[config.mk]
export PLATFORM = sky130hd
export DESIGN_NAME = ip_amba_apb_slave
export DESIGN_NICKNAME = d
export VERILOG_FILES = /design/src/rtl/ip_amba_apb_slave.sv
export SDC_FILE = /design/constraint.sdc
export NUM_CORES = 1
export LEC_CHECK = 0
export ABC_AREA = 1
export BUFFER_PORTS_ARGS = -buffer_cell sky130_fd_sc_hd__buf_2
export CAP_MARGIN = 20
export CORE_UTILIZATION = 45
export DETAILED_ROUTE_END_ITERATION = 6
export GPL_TIMING_DRIVEN = 0
export HOLD_SLACK_MARGIN = 0.06
export PLACE_DENSITY = 0.63
export SLEW_MARGIN = 20
export SYNTH_ARGS = -nofsm -noshare
export SYNTH_HDL_FRONTEND = slang
export SYNTH_SLANG_ARGS = --single-unit
[constraint.sdc]
create_clock -name PCLK -period 56.4 [get_ports PCLK]
set_clock_uncertainty 0.1 [all_clocks]
set_input_delay 11.28 -clock PCLK [delete_from_list [all_inputs] [get_ports PCLK]]
set_output_delay 11.28 -clock PCLK [all_outputs]
set_load 0.1 [all_outputs]
[src/rtl/ip_amba_apb_slave.sv]
// APB completer with a word register file (ID, saturating error count, RW regs) and
// WAIT_STATES PREADY-low cycles per access; all outputs are registered.
module ip_amba_apb_slave #(
  parameter int          PADDR_width = 12,
  parameter int          PDATA_width = 32,
  parameter int          PSTRB_width = 4,
  parameter int          NUM_REGS    = 16,
  parameter int          WAIT_STATES = 2,
  parameter logic [31:0] ID_VALUE    = 32'hA0B0_0001
) (
  input  logic                   PCLK,
  input  logic                   PRESET,
  input  logic                   PSEL,
  input  logic                   PENABLE,
  input  logic                   PWRITE,
  input  logic [PADDR_width-1:0] PADDR,
  input  logic [PDATA_width-1:0] PWDATA,
  input  logic [PSTRB_width-1:0] PSTRB,
  input  logic [2:0]             PPROT,
  output logic                   PREADY,
  output logic [PDATA_width-1:0] PRDATA,
  output logic                   PSLVERR
);

  localparam int IW = $clog2(NUM_REGS);

  typedef enum logic [1:0] {S_IDLE, S_WAIT, S_RESP} state_t;

  state_t                 state_q, state_d;
  logic [3:0]             cnt_q, cnt_d;
  logic [IW-1:0]          idx_q, idx_d;
  logic                   write_q, write_d;
  logic [PDATA_width-1:0] wdata_q, wdata_d;
  logic [PSTRB_width-1:0] strb_q, strb_d;
  logic                   err_q, err_d;
  logic                   pready_q, pready_d;
  logic                   pslverr_q, pslverr_d;
  logic [PDATA_width-1:0] prdata_q, prdata_d;
  logic [PDATA_width-1:0] regs_q [NUM_REGS];
  logic [PDATA_width-1:0] regs_d [NUM_REGS];

  logic [PADDR_width-3:0] word;
  logic                   dec_err;
  logic                   unused_prot;

  assign unused_prot = ^PPROT;

  // Error decode is resolved once at setup so the access phase only replays it.
  always_comb begin
    word    = PADDR[PADDR_width-1:2];
    dec_err = (PADDR[1:0] != 2'b00) || (32'(word) >= NUM_REGS) ||
              (PWRITE && (32'(word) < 2));
  end

  always_ff @(posedge PCLK or posedge PRESET) begin
    if (PRESET) begin
      state_q   <= S_IDLE;
      cnt_q     <= '0;
      idx_q     <= '0;
      write_q   <= 1'b0;
      wdata_q   <= '0;
      strb_q    <= '0;
      err_q     <= 1'b0;
      pready_q  <= 1'b0;
      pslverr_q <= 1'b0;
      prdata_q  <= '0;
      for (int i = 0; i < NUM_REGS; i++) regs_q[i] <= (i == 0) ? ID_VALUE : '0;
    end else begin
      state_q   <= state_d;
      cnt_q     <= cnt_d;
      idx_q     <= idx_d;
      write_q   <= write_d;
      wdata_q   <= wdata_d;
      strb_q    <= strb_d;
      err_q     <= err_d;
      pready_q  <= pready_d;
      pslverr_q <= pslverr_d;
      prdata_q  <= prdata_d;
      regs_q    <= regs_d;
    end
  end

  always_comb begin
    state_d = state_q;
    cnt_d   = cnt_q;
    idx_d   = idx_q;
    write_d = write_q;
    wdata_d = wdata_q;
    strb_d  = strb_q;
    err_d   = err_q;
    unique case (state_q)
      S_IDLE: begin
        if (PSEL && !PENABLE) begin
          idx_d   = PADDR[IW+1:2];
          write_d = PWRITE;
          wdata_d = PWDATA;
          strb_d  = PSTRB;
          err_d   = dec_err;
          if (WAIT_STATES == 0) begin
            state_d = S_RESP;
            cnt_d   = '0;
          end else begin
            state_d = S_WAIT;
            cnt_d   = 4'(WAIT_STATES);
          end
        end
      end
      S_WAIT: begin
        if (!PSEL) begin
          state_d = S_IDLE;
          cnt_d   = '0;
        end else if (cnt_q <= 4'd1) begin
          state_d = S_RESP;
          cnt_d   = '0;
        end else begin
          cnt_d = cnt_q - 4'd1;
        end
      end
      S_RESP:  state_d = S_IDLE;
      default: state_d = S_IDLE;
    endcase
  end

  // Commit happens only on the completing edge and only if the master still holds PSEL.
  always_comb begin
    regs_d = regs_q;
    if ((state_q == S_RESP) && PSEL) begin
      if (err_q) begin
        if (regs_q[1] != '1) regs_d[1] = regs_q[1] + 32'd1;
      end else if (write_q) begin
        for (int b = 0; b < PSTRB_width; b++) begin
          if (strb_q[b]) regs_d[idx_q][8*b +: 8] = wdata_q[8*b +: 8];
        end
      end
    end
    regs_d[0] = ID_VALUE;
  end

  always_comb begin
    pready_d  = (state_d == S_RESP);
    pslverr_d = pready_d && err_d;
    prdata_d  = '0;
    if (pready_d && !err_d && !write_d) prdata_d = regs_q[idx_d];
  end

  assign PREADY  = pready_q;
  assign PSLVERR = pslverr_q;
  assign PRDATA  = prdata_q;

endmodule

=== After elaboration in Yosys (flattened, before gate mapping) ===
Cells that the tools add are included.

* Output and inout port bits: 34
* Bits of input ports: 56
* Bits in registers: 562

* Reduce and logical (&&, ||, !) cells: 20
* Add/sub/neg operators: 2
* Bitwise logic cells: 3
* Equal/unequal tests: 6
* Muxes and demuxes: 46
* $lt $le $gt $ge: 6

{| class="wikitable"
|+ Operators with widths
! operator !! number
|-
| two-way mux 512 bit || 12
|-
| bitwise mux 512 bit || 4
|-
| two-way mux 480 bit || 2
|-
| demux 32 bit (select 4 bit) || 4
|-
| two-way mux 32 bit || 6
|-
| binary-select mux 32 bit (select 4 bit) || 1
|-
| adder 32 x 1 -> 32 bit (second input constant) || 1
|-
| != test 32 bit (second input constant) || 1
|-
| two-way mux 24 bit || 1
|-
| two-way mux 4 bit || 5
|-
| two-way mux 16 bit || 1
|-
| >= comparator 10 x 5 -> 1 bit (second input constant) || 1
|-
| >= comparator 5 bit (second input constant) || 2
|-
| < comparator 10 x 2 -> 1 bit (second input constant) || 1
|-
| inverter 4 -> 5 bit || 2
|-
| two-way mux 8 bit || 1
|-
| one-hot mux 4 bit (2 select lines) || 1
|-
| logical AND 1 bit || 7
|-
| two-way mux 2 bit || 3
|-
| AND reduction 3 bit || 2
|-
| nonzero test 2 bit || 3
|-
| < comparator 5 x 1 -> 1 bit (second input constant) || 1
|-
| == test 2 bit (second input constant) || 2
|-
| less-or-equal comparator 4 x 1 -> 1 bit (second input constant) || 1
|-
| 11 further kinds || 18
|}

=== Longest topological paths before layout ===
Gate-level depths: netlist (run 1).

* Depth in word-level cells: 24
* Gate-level depth with buffers: 14
* Depth with buffers taken out: 13

=== Least setup slack after synthesis (run 1) ===
No wires, ideal clock.

* Path type: in2reg
* Start point: in PSEL
* End point: reg regs_q[0] (netlist name)
* Library setup time: 0.131 ns
* Arrival time: 12.466 ns
* Stages: 9
* Path slack: 43.702 ns
* Cells stage by stage: inv_2 -> nor3_4 -> nand2_4 -> nor2_4 -> buf_8 -> nand2_4 -> buf_2 -> nand2_1 -> o21ai_1

* Cells in the longest elaborated chain, start to end: 2

{| class="wikitable"
|+ RTL lines
! item !! RTL line !! text
|-
| start, declared || 13 || <nowiki>input logic PSEL,</nowiki>
|-
| logical AND 1 bit || 127 || <nowiki>if ((state_q == S_RESP) && PSEL) begin</nowiki>
|-
| AND reduction 3 bit (no source line) || - ||
|-
| end signal, assigned || 79 || <nowiki>regs_q <= regs_d;</nowiki>
|-
| end, declared || 39 || <nowiki>logic [PDATA_width-1:0] regs_q [NUM_REGS];</nowiki>
|}

Every way passes these cells.
A chain may end at the register's enable or synchronous reset.

=== Worst setup path after layout (run 1) ===
* Start point: in PSEL
* End point: reg prdata_q[20], in the netlist PRDATA[20]

* Cells in the longest elaborated chain, start to end: 8
* Elaborated cells on any way between the ends: 20
* Classes of those cells: 1 x eq/ne; 13 x mux; 1 x bitwise; 5 x reduce/logical

{| class="wikitable"
|+ RTL lines
! item !! RTL line !! text
|-
| logical AND 1 bit || 93 || <nowiki>if (PSEL && !PENABLE) begin</nowiki>
|-
| two-way mux 4 bit || 93 ||
|-
| two-way mux 4 bit || 91 || <nowiki>unique case (state_q)</nowiki>
|-
| inverter 4 -> 5 bit (implied by the code) || 143 || <nowiki>if (pready_d && !err_d && !write_d) prdata_d = regs_q[idx_d];</nowiki>
|-
| binary-select mux 32 bit (select 4 bit) || 143 ||
|-
| two-way mux 32 bit (implied by the code) (2 in a row) || 143 ||
|-
| two-way mux 32 bit (*) || 143 ||
|-
| via prdata_d[20] || 38 || <nowiki>logic [PDATA_width-1:0] prdata_q, prdata_d;</nowiki>
|-
| end signal, assigned || 78 || <nowiki>prdata_q <= prdata_d;</nowiki>
|-
| end, declared || 38 ||
|}

Mark *: on every way through the listed nets, which the timed path passes. The rest lies on a longest branch. The select of a mux whose other input is x is not followed.

==> out/summary.txt, run 1 <==
Critical path peak fanout: 10
Outcome: finished, violations left
Routed wire length: 97.4 mm
Die span in x: 246 um
Synth Area in Simple Gates: 30.4%
Syn. warnings: 0
FF+latch count, synth: 562
Port-buffer cells: 86
Post-Synth Adder-Cell Area: 0.140%
Initial antenna violation count: 6
Area of the mapped netlist: 26800 um^2
CTS max path bufs: 3
TritonCTS clock tree: built
Post-synth top area share: 52.4%
Worst EP arrival: 13.92 ns
P per Cell Area: 40.4 nW/um^2
Post-synth top area cell: dfrtp_1
Failing checks: DRC
P_sw: 473 uW
Most common cell after layout, fill and taps aside: nand2_1
Rows: 89
Crit path capture type: flop
HPWL after DPL: 73.5 mm
Int Pwr: 764 uW
Synth Area in XOR/XNOR: 0.0979%
Sequential power share: 34.7%
Leakage: 14.2 nW
Root Buffer: clkbuf_16
Initial Utilization: 45.5%
GR Util All Layers: 32.5%
Layout cells sized above 1: 10.9%
Largest family of logic cells by synthesized area: simple AND/OR/NAND/NOR gates
Post-place setup slack: 42.40 ns
Final worst setup slack: 42.90 ns
Slew @ Worst Pin: 1.09 ns
Clk pwr share: 35.9%
I/O pin cnt: 90
RSZ-0062 raised after global routing: no
Max-Cap Viols: 0
CP Data Required Time: 56.82 ns
Slew Viols, Final: 0
Initial DRT Pass Iterations: 7
Post-CTS setup buffers: 0
Final setup violation count: 0
Cell area after layout: 30600 um^2
Multiplexer share of the synthesized area: 0%
CTS Buf Count: 61
Worst-Skew Late Latency: 0.65 ns
Largest net degree at the start of global routing: 106
Global-route wire length before repair: 146 mm
Core Footprint: 58900 um^2
Final worst path period share: 23.9%
Worst hold path class: flop to flop
Endpoints failing hold: 0
Vias in the first global route: 22900
Htree depth: 2
Final net count: 3602
Tot Pwr: 1.24 mW
Min Tclk post-route: 13.50 ns
Crit path kind: primary input to flop
Switching Share: 38.2%
Comb power frac: 29.5%
Detail Route Antenna Nets: 0
Synth area leaders: dfrtp_1 (52%), nand2_1 (18%), nand3_1 (7.2%)
Per-cell routed wire length: 22.3 um
Gates resized, CTS repair: 0
Post-synthesis compound-gate area fraction: 10.8%
Synth cell types: 38
Hold-fix buffers, CTS: 0
Slew HR: 27.4%
CP Launch Type: primary input
DRC viols: 1
Die area: 60600 um^2
Synth Net Count: 3448
CTS clock-pin slew for the worst setup and hold paths: 0.06 ns
Via-to-Cell Ratio: 5.59
Placed Area: 28400 um^2
Cells after Synth: 3389
Layout area overhead: 14.1%
Die height: 246 um
Achievable Freq: 74.1 MHz
Most frequent cells in the layout: nand2_1 (1273), dfrtp_1 (562), nand3_1 (386)
Mapped Avg Cell Area: 7.92 um^2
Routability-driven placement congestion ratio: 0.977
DRT iter0 DRCs: 3128
Max VDD drop: 0.0356 mV
Total negative setup slack: 0 ns
Clk sinks: 562
Via Count: 24500
Grt total ovfl: 0
Sequential fraction of the synthesis area: 52.4%
Post-Route Utilization: 52.0%
-- per-stage QoR --
step	std cells	hold WS (ns)
3_3_place_gp	4248	0.365
4_1_cts	4369	0.388
2_1_floorplan	3389	0.353
3_5_place_dp	4253	0.373
6_report	4373	0.384
5_1_grt	4369	0.399
-- kinds of logic after synthesis --
kind of cell	count (synthesis)
compound gates	570
simple gates	1920
xor+xnor	3
fa+ha+maj	3
buf+inv	331
flops	562
-- synth_stat cells, drive strengths merged --
cell,n
nand2,1322
dfrtp,562
o21ai,547
nand3,389
nor2,177
buf,130
inv,125
clkbuf,75
nor3,20
a21oi,13
a22oi,4
nand4,4
and3,3
ha,3
nor4,3
xor2,3
a31oi,2
o21a,2
o22ai,2
clkinv,1
nand3b,1
nor3b,1
-- state kept, by name, indices dropped and copies added (netlist names) --
name / count
idx_q: 4
state_q: 2
PSLVERR: 1
PRDATA: 32
cnt_q: 4
wdata_q: 32
regs_q: 480
PREADY: 1
strb_q: 4
err_q: 1
write_q: 1
-- metal layers --
layer	GRT usage (%)	wire length, um
met3	6.48	9380
met4	12.0	3560
met1	45.6	41300
met5	0	8
met2	49.8	43100
-- final cells by class --
cell class,count,area (um^2)
multi-input cells,2496,11100
well taps,773,967
clock buffers,83,1760
repair buffers,91,568
clock inverters,33,460
fillers,5727,28300
plain buffers,205,1180
diodes,4,10.0
inverters,126,482
flip-flops and latches,562,14100
-- critical path, stage by stage --
cell and delay [ns]:
buf_2 0.12, inv_2 0.09, nor2_4 0.13, nand3_2 0.24, nand2_2 0.32, buf_4 0.34
buf_2 0.53, nand2_1 0.11, nand3_1 0.10, nand3_1 0.12, nand3_1 0.10, nand2_1 0.11
nor2_1 0.30
-- worst paths after layout --
| check | end | cells past startpoint | startpoint | slack [ns] |
|---|---|---|---|---|
| worst min register to register | regs_q[287] | 2 | regs_q[287] | 0.38 |
| min in group asynchronous | PRDATA[20] | 2 | PRESET | 10.63 |
| worst min-delay path | regs_q[287] | 2 | regs_q[287] | 0.38 |
| worst max-delay path | PRDATA[20] | 13 | PSEL | 42.90 |
| max in group asynchronous | PRDATA[25] | 4 | PRESET | 44.09 |
| worst max register to register | PRDATA[20] | 11 | state_q[0] | 53.25 |
-- power by group through the flow --
stage	logic, mW	clock network, mW	registers, mW
floorplan	0.201	0	0.433
global placement	0.349	0	0.437
detailed placement	0.351	0	0.436
CTS	0.353	0.446	0.429
global route	0.383	0.462	0.430
finish	0.365	0.444	0.429
Power figures use the tool's default switching activity.
==> run 2: changes to the inputs <==
- PLACE_DENSITY: 0.63 -> 0.65
- clock period: 56.4 -> 11.25 ns (I/O delays scaled with it)
==> run 2 against run 1 <==
Against the previous run:
- the flow now finishes without violations
- routed wire length is 0.34% lower
- global-route usage hardly changed
- sequential share of layout area is 0.31 points lower
- cell count is 0.16% higher
- die area stayed put
- register-to-register slack worse by 45 ns
- clock-buffer cell count is 1 higher
- sequential power grew to 5.0 times the previous value
- setup slack worse by 36 ns
- critical endpoint unchanged
- largest cell class unchanged
- highest routed layer unchanged
==> out/summary.txt, run 2 (synthesized netlist as in run 1, its figures left out) <==
Placed Cells: 4269 (+0.38%)
Outcome: complete, no violations
CTS Buf Count: 61 (unchanged)
Htree depth: 2 (unchanged)
Slew @ Worst Pin: 1.14 ns (+0.0517 ns)
Slew Viols, Final: 0 (unchanged)
Gates resized, CTS repair: 0 (unchanged)
Die area: 60600 um^2 (unchanged)
Port-buffer cells: 86 (unchanged)
Highest routed layer: met5
Routability-driven placement congestion ratio: 1.00 (+2.7%)
Slew HR: 23.7% (-3.7 points)
Max-Cap Viols: 0 (unchanged)
Post-Route Utilization: 52.3% (+0.35 points)
Core Footprint: 58900 um^2 (unchanged)
Worst R2R Setup Slack: 8.19 ns (-45.06 ns)
Detail Route Antenna Nets: 0 (unchanged)
CP Launch Type: primary input
Reg2Reg Depth: 11 (unchanged)
Top reg by flops: regs_q
Initial Utilization: 45.5% (unchanged)
Worst r2r src: state_q[0]
Worst path cell trace: buf_2 > inv_2 > nor2_4 > nand3_2 > nand2_2 > buf_4 > buf_2 > nand2_1 > nand3_1 > nand3_1 > nand3_1 > nand2_1 > nor2_1
Most frequent CP cell: nand3_1
Hold Path Origin: regs_q[115]
Met3 routed WL: 8.82 mm (-6.0%)
Via-to-Cell Ratio: 5.59 (about the same)
Vias in the first global route: 22900 (+0.074%)
Max VDD drop: 0.158 mV (+340%)
Multi-input gate area: 11100 um^2 (unchanged)
Rows: 89 (unchanged)
Worst R2R End: PRDATA[20]
Crit path kind: primary input to flop
Non-Filler Instances: 4380 (+0.16%)
Layout area overhead: 14.8%
P per Cell Area: 199 nW/um^2 (+390%)
Die span in x: 246 um (unchanged)
WL met2: 43.1 mm (about the same)
Initial antenna violation count: 1 (-5)
Worst EP arrival: 4.77 ns (-9.15 ns)
DRC viols: 0 (-1)
CTS clock-pin slew for the worst setup and hold paths: 0.06 ns (about the same)
Via Count: 24500 (+0.12%)
Largest register FFs: 480 (unchanged)
Final net count: 3618 (+0.44%)
HPWL after DPL: 74.6 mm (+1.5%)
Grt total ovfl: 0 (unchanged)
Crit path capture type: flop
FILL cells: 5707 (-0.35%)
Achievable Freq: 229 MHz
Most frequent cells in the layout: nand2_1 (1273), dfrtp_1 (562), nand3_1 (386)
Top Family by Delay on Critical Path: simple AND/OR/NAND/NOR gates
CTS max path bufs: 3 (unchanged)
Hold-fix buffers, CTS: 0 (unchanged)
Metal-1 WL: 40.9 mm (-1.2%)
Worst Hold Margin: 0.383 ns (-0.000157 ns)
Layout cells sized above 1: 11.1% (+0.16 points)
Largest net degree at the start of global routing: 34 (-68%)
CP Data Required Time: 11.66 ns (-45.16 ns)
Leakage: 14.3 nW (+0.58%)
Depth of the worst hold-timing path: 2 (unchanged)
Routed wire length: 97.1 mm (-0.34%)
Worst-Skew Late Latency: 0.64 ns (about the same)
Endpoints failing hold: 0 (unchanged)
TritonCTS clock tree: built
Die height: 246 um (unchanged)
Initial DRT Pass Iterations: 6 (-1)
WP buf/inv: 4 (unchanged)
GR Util All Layers: 32.5% (about the same)
I/O pin cnt: 90 (unchanged)
Most common cell after layout, fill and taps aside: nand2_1
Worst hold path class: flop to flop
Final worst path period share: 38.8%
Critical path peak fanout: 10 (unchanged)
Post-CTS setup buffers: 0 (unchanged)
Root Buffer: clkbuf_16
CP peak stage delay: 0.53 ns (about the same)
CP max stage cell: buf_2
Global-route wire length before repair: 146 mm (about the same)
DRT iter0 DRCs: 3080 (-1.5%)
Worst Hold Path EP: regs_q[115]
Sequential cell area: 14100 um^2 (unchanged)
Min Tclk post-route: 4.36 ns
Final setup violation count: 0 (unchanged)
Clk sinks: 562 (unchanged)
RSZ-0062 raised after global routing: no
Per-cell routed wire length: 22.2 um (-0.50%)
run 2: cell count changes in the layout (fill, tap and decap cells not counted), moves of 2 or more:
cell        change
buf_12         +16
clkbuf_1        +3
clkbuf_16       -2
clkinv_2        -6
clkinv_4        -2
clkinvlp_4      +2
diode_2         -3
run 2: cell type report:
cell class / count / share of cell area [%]
plain buffers: 205 / 3.83
flip-flops and latches: 562 / 45.6
clock buffers: 84 / 5.59
clock inverters: 26 / 1.30
inverters: 126 / 1.55
well taps: 773 / 3.14
repair buffers: 107 / 2.88
multi-input cells: 2496 / 36.1
diodes: 1 / 0.00812
run 2: metrics by stage:
stage	total power, mW	area [um^2]	setup TNS (ns)	worst slack [ns]
after floorplan	3.18	26800	0	1.25
after global placement	3.93	28200	-1196.38	-2.21
after detailed placement	3.95	28700	0	6.36
after CTS	6.09	30800	0	7.00
after global routing	6.34	30800	0	6.87
final	6.14	30800	0	6.89
run 2: layer usage:
metal / GRT usage [%] / up-vias
met2: 49.7 / 1098
met3: 6.23 / 213
li1: - / 11400
met5: 0 / -
met4: 13.6 / 2
met1: 45.2 / 11800
run 2: worst register-to-register path: cells and delay by family (launching register included):
| family | cells | cell delay [ns] |
|---|---|---|
| buffers and inverters | 2 | 0.86 |
| DFF | 1 | 0.42 |
| and+or+nand+nor | 9 | 1.55 |
run 2: worst max-delay path by stage:
stage / endpoint / start / cells past startpoint / slack [ns]
after floorplan: PRDATA[0] / PRESET / 1 / 1.25
after global placement: regs_q[283] / PRESET / 2 / -2.21
after detailed placement: PRDATA[20] / PSEL / 13 / 6.36
after CTS: PRDATA[20] / PSEL / 13 / 7.00
after global routing: PRDATA[20] / PSEL / 13 / 6.87
final: PRDATA[20] / PSEL / 13 / 6.89
run 2: power breakdown:
part / internal (mW) / switching [mW] / leakage (nW)
Clock: 1.29 / 0.866 / 1.04
Combinational: 0.406 / 1.42 / 5.50
Sequential: 2.09 / 0.0585 / 7.77
